[src/rtl/xbar_port_scheduler.sv]
// -----------------------------------------------------------------------------
// xbar_port_scheduler
//
// Per-output-port scheduler for the crossbar. Several inputs compete for one
// crossbar output. A round-robin arbiter picks the winner. The grant is then
// locked for the whole packet. It is released early only if the requester
// drops its request, or if the beat-count limit is reached.
//
// Parameters:
//   N_IN      number of requesting input ports (>= 2)
//   IDX_W     width of grant_idx; must equal ceil(log2(N_IN))
//   MAX_HOLD  max accepted beats per grant before forced release (0 = no limit)
//
// Ports:
//   clock         rising-edge system clock
//   reset         asynchronous, active-low reset
//   request       per-input request, high while that input has a beat to send
//   req_last      per-input flag: the current beat is the packet's final beat
//   out_ready     downstream accepts a beat this cycle
//   grant         registered one-hot grant (all zero when idle)
//   grant_idx     registered binary index of the granted input (mux select)
//   grant_valid   high while a grant is held
//   beat_fire     combinational: a beat transfers this cycle
//   hold_expired  one-cycle registered pulse after a forced release
// -----------------------------------------------------------------------------
module xbar_port_scheduler #(
  parameter int N_IN     = 4,
  parameter int IDX_W    = 2,
  parameter int MAX_HOLD = 16
) (
  input  logic              clock,
  input  logic              reset,
  input  logic [N_IN-1:0]   request,
  input  logic [N_IN-1:0]   req_last,
  input  logic              out_ready,
  output logic [N_IN-1:0]   grant,
  output logic [IDX_W-1:0]  grant_idx,
  output logic              grant_valid,
  output logic              beat_fire,
  output logic              hold_expired
);

  // The counter only needs to reach MAX_HOLD-1, because release happens at
  // the limit. Keep at least one bit so the design still elaborates when the
  // limit is disabled.
  localparam int CNT_W = (MAX_HOLD > 0) ? $clog2(MAX_HOLD + 1) : 1;
  localparam logic [CNT_W-1:0] CNT_LAST =
    (MAX_HOLD > 0) ? CNT_W'(MAX_HOLD - 1) : '0;
  localparam logic [IDX_W-1:0] IDX_TOP = IDX_W'(N_IN - 1);

  typedef enum logic {
    ST_IDLE = 1'b0,
    ST_BUSY = 1'b1
  } state_t;

  state_t             state_q, state_d;
  logic [N_IN-1:0]    grant_q, grant_d;
  logic [IDX_W-1:0]   grant_idx_q, grant_idx_d;
  logic [IDX_W-1:0]   rr_q, rr_d;
  logic [CNT_W-1:0]   cnt_q, cnt_d;
  logic               hold_expired_q, hold_expired_d;

  // Round-robin search result
  logic               win_found;
  logic [IDX_W-1:0]   win_idx;
  int                 scan;

  // Release decode for the currently held grant
  logic               holder_req;
  logic               holder_last;
  logic               fire;
  logic               rel_last;
  logic               rel_forced;
  logic               rel_any;

  // ---------------------------------------------------------------------------
  // Round-robin search: scan upward from the rr pointer, wrapping modulo N_IN.
  // The pointer already sits one past the last winner. So the releasing input
  // has the lowest priority without any extra masking.
  // ---------------------------------------------------------------------------
  always_comb begin
    win_found = 1'b0;
    win_idx   = '0;
    scan      = 0;
    for (int i = 0; i < N_IN; i++) begin
      scan = (int'(rr_q) + i) % N_IN;
      if (!win_found && request[IDX_W'(scan)]) begin
        win_found = 1'b1;
        win_idx   = IDX_W'(scan);
      end
    end
  end

  // ---------------------------------------------------------------------------
  // Beat acceptance and release conditions
  // ---------------------------------------------------------------------------
  assign holder_req  = request[grant_idx_q];
  assign holder_last = req_last[grant_idx_q];
  assign fire        = (state_q == ST_BUSY) && holder_req && out_ready;

  assign rel_last    = fire && holder_last;
  // A beat that is both last and at the limit counts as a normal release.
  // Requiring ~holder_last here keeps hold_expired low in that case.
  assign rel_forced  = (MAX_HOLD != 0) && fire && !holder_last &&
                       (cnt_q == CNT_LAST);
  assign rel_any     = (state_q == ST_BUSY) &&
                       (!holder_req || rel_last || rel_forced);

  // ---------------------------------------------------------------------------
  // Next-state logic
  // ---------------------------------------------------------------------------
  always_comb begin
    state_d        = state_q;
    grant_d        = grant_q;
    grant_idx_d    = grant_idx_q;
    rr_d           = rr_q;
    cnt_d          = cnt_q;
    hold_expired_d = 1'b0;

    // Arbitrate when idle, or on the same edge as a release (zero bubble).
    if ((state_q == ST_IDLE) || rel_any) begin
      hold_expired_d = rel_forced;
      if (win_found) begin
        state_d     = ST_BUSY;
        grant_d     = '0;
        grant_d[win_idx] = 1'b1;
        grant_idx_d = win_idx;
        rr_d        = (win_idx == IDX_TOP) ? '0 : win_idx + 1'b1;
        cnt_d       = '0;
      end else begin
        state_d     = ST_IDLE;
        grant_d     = '0;
        grant_idx_d = '0;
        cnt_d       = '0;
      end
    end else if (fire) begin
      cnt_d = cnt_q + 1'b1;
    end
  end

  // ---------------------------------------------------------------------------
  // State registers
  // ---------------------------------------------------------------------------
  always_ff @(posedge clock or negedge reset) begin
    if (!reset) begin
      state_q        <= ST_IDLE;
      grant_q        <= '0;
      grant_idx_q    <= '0;
      rr_q           <= '0;
      cnt_q          <= '0;
      hold_expired_q <= 1'b0;
    end else begin
      state_q        <= state_d;
      grant_q        <= grant_d;
      grant_idx_q    <= grant_idx_d;
      rr_q           <= rr_d;
      cnt_q          <= cnt_d;
      hold_expired_q <= hold_expired_d;
    end
  end

  assign grant        = grant_q;
  assign grant_idx    = grant_idx_q;
  assign grant_valid  = (state_q == ST_BUSY);
  assign beat_fire    = fire;
  assign hold_expired = hold_expired_q;

endmodule

[config.mk]
export PLATFORM = sky130hd
export DESIGN_NAME = xbar_port_scheduler
export DESIGN_NICKNAME = d
export VERILOG_FILES = /design/src/rtl/xbar_port_scheduler.sv
export SDC_FILE = /design/constraint.sdc
export NUM_CORES = 1
export LEC_CHECK = 0
export BUFFER_PORTS_ARGS = -buffer_cell sky130_fd_sc_hd__clkbuf_2
export CAP_MARGIN = 15
export CORE_ASPECT_RATIO = 1.5
export CORE_MARGIN = 5
export CORE_UTILIZATION = 30
export DETAILED_ROUTE_END_ITERATION = 8
export SYNTH_ARGS = -nofsm -noshare
export SYNTH_HDL_FRONTEND = slang
export SYNTH_SLANG_ARGS = --single-unit
[constraint.sdc]
create_clock -name clock -period 1.93 [get_ports clock]
set_input_delay 0.386 -clock clock [delete_from_list [all_inputs] [get_ports clock]]
set_output_delay 0.386 -clock clock [all_outputs]
set_load 0.05 [all_outputs]
==> metrics.csv <==
metric;value;unit
status;finished clean;
Post-Synth Adder-Cell Area;8.51;%
Final Max Slew Viols;0;
Mapped Area;882;µm²
first-pass GRT wire length;3350;µm
Main synth FF type;dfrtp_1;
worst vdd ir;556;µV
r2r startpoint;cnt_q[1]$_DFFE_PN0P_;
metal1 wirelength;810;µm
simple-gate area share of the yosys netlist;18.7;%
EDFF count, synth;0;
# DRC;0;
Leak;0.551;nW
Via-to-Cell Ratio;4.88;
met3 WL;73;µm
Worst Tran Pin Value;0.377;ns
Starting Density;30.6;%
post-place setup slack;0.0618;ns
Cell Chain, Critical Path;mux4_2 > nand2_2 > nor2_2 > buf_4;
slowest stage cell, crit path;mux4_2;
R2R Path End;cnt_q[0]$_DFFE_PN0P_;
setup TNS;0;ns
# IOs;20;
WP data required;1.54;ns
count leader, synth;dfrtp_1;
number of max-cap violations;0;
Vias;746;
most instantiated cells after synthesis;dfrtp_1, nand2_1, inv_1;
GP Congestion;0.728;
final hold slack;0.0463;ns
Power, Total;0.00166;W
largest area contributor in the synthesized netlist;dfrtp_1;
Setup crit end kind;output pin;
H-Tree Depth;1;
top post-synthesis cells by area;dfrtp_1, ha_1, nand2_1;
Yosys warning total;0;
CTS Buffer Depth;2;
Arrival @ worst endpoint;1.49;ns
FMAX;534;MHz
Post-Syn Nets;102;
Unique masters post-synth;28;
DR WL met2;999;µm
Slew headroom;74.9;%
GR Overflow Total;0;
diode count;0;
clk_skew;0.00421;ns
final count of hold timing violations;0;
DRT Pass-1 Iters;4;
antenna-violating nets left;0;
DRT Wirelength;1960;µm
worst-path maximum fanout;3;
syn_area_per_cell;10.4;µm²
placed cell count;146;
post-DP HPWL;1560;µm
worst setup margin;0.0560;ns
fin nets;132;
Initial DRC Count;19;
Sinks on Clock Net;15;
critical path launch point type;flop;
R2R setup slack;0.11;ns
Die ar.;4150;µm²
worst skew pair latency;0.25;ns
xor/xnor share of the synthesized area;0;%
kind of critical path;reg -> out;
final worst path period need;1.87;ns
slowest stage delay, CP;0.53;ns
die width;54.3;µm
port bufs;19;
number of global-route vias before repair;748;
P&R area growth vs syn;27.1;%
initial antenna violation count;0;
sequential share of the synthesized area;42.6;%
R2R cell count;5;
final cell count without fillers;153;
clock slew at reported path FFs;0.06;ns
CTS tree;yes;
Hold Crit Class;in -> async;
post-synthesis mux area share;16.0;%
ys async rst share;100;%
largest net degree at the start of global routing;16;
RSZ-0062 raised after global routing;no;
WL per Instance;12.8;µm
post-synthesis register bit count;15;
endpoints failing setup;0;
largest family of logic cells by synthesized area;simple AND/OR/NAND/NOR gates;
total CTS buffers;3;
die height;76.4;µm
layout cells sized above 1;36.0;%
gate count after technology mapping;85;
core area;2880;µm²
Yosys top cell area share;42.6;%
row count;24;
root buffer cell;clkbuf_8;
final period utilization;97.1;%
highest metal used;met4;
Compound-Gate Fraction of Synth Area;9.79;%
PD cells;1480;nW/µm²
overall global routing resource usage;11.0;%
cell usage in the layout (no fill, tap or decap), types with 2 or more instances in the layout:
cell,netlist,final
a21oi_1,6,6
and3_1,2,2
buf_4,0,8
clkbuf_2,0,18
clkbuf_8,0,3
dfrtp_1,15,14
ha_1,6,6
inv_1,8,8
mux2_2,2,2
mux2_4,2,2
mux2i_1,4,4
mux4_2,1,2
nand2_1,11,11
nand3_1,4,4
nor2_1,3,2
nor3_1,2,2
o21ai_0,3,3
or4_1,3,3
cell type report:
class / count / area (µm²)
fillers: 316 / 1760
multi-input cells: 60 / 467
flip-flops and latches: 15 / 377
repair buffers: 26 / 150
well taps: 39 / 48.8
clock buffers: 4 / 45.0
inverters: 9 / 33.8
per-stage QoR:
step	utilization [%]	cell area [µm²]
floorplan	-	886
global placement	36.6	1050
detailed placement	36.6	1050
CTS	38.6	1110
global route	38.9	1120
finish	38.9	1120
sequential cells by signal, summed over array words and instances, names as in the netlist:
| register | count |
|---|---|
| cnt_q | 5 |
| grant | 4 |
| grant_idx | 2 |
| rr_q | 2 |
| grant_valid | 1 |
| hold_expired | 1 |
where the power goes:
part	switching (W)	leakage, nW	internal [W]
Sequential	0.0000810	0.190	0.000406
Clock	0.000107	0.0228	0.000146
Combinational	0.000532	0.338	0.000387
Total	0.000719	0.551	0.000938
cells by family (layout without fill, tap and decap cells):
family          count (synthesis)  in the layout
mux                            10             10
simple gates                   31             31
fa+ha+maj                       6              6
flops                          15             15
buf+inv                        10             39
compound gates                 13             13
how the worst max path moves through the flow:
stage,from,endpoint,slack (ns),depth (start not counted)
floorplan,grant_idx[0]$_DFFE_PN0P_,grant_idx[0]$_DFFE_PN0P_,0.004,4
global placement,cnt_q[1]$_DFFE_PN0P_,grant_idx[0]$_DFFE_PN0P_,0.10,6
detailed placement,request[1],rr_q[0]$_DFFE_PN0P_,0.06,5
CTS,grant_idx[0]$_DFFE_PN0P_,beat_fire,0.02,4
global route,grant_idx[0]$_DFFE_PN0P_,beat_fire,0.02,4
finish,grant_idx[0]$_DFFE_PN0P_,beat_fire,0.06,4
what timing repair did:
item / CTS / global route
gates cloned: 0 / 0
endpoints found under the setup margin: 1 / 2
hold buffers: 0 / 0
setup buffers: 2 / 1
pin swaps: 1 / 1
resized for setup: 2 / 1
layer usage:
metal	GRT usage (%)	vias to the layer above
met1	13.3	362
met2	16.7	21
met4	8.23	0
li1	-	359
met3	1.76	4
met5	0	-
worst max-delay path: cells and delay by family, from the launching register on:
family | cells | cell delay, ns
simple gates | 2 | 0.13
buf+inv | 1 | 0.19
flops | 1 | 0.40
mux | 1 | 0.53
Note: power is estimated with default switching activity, not from simulation.
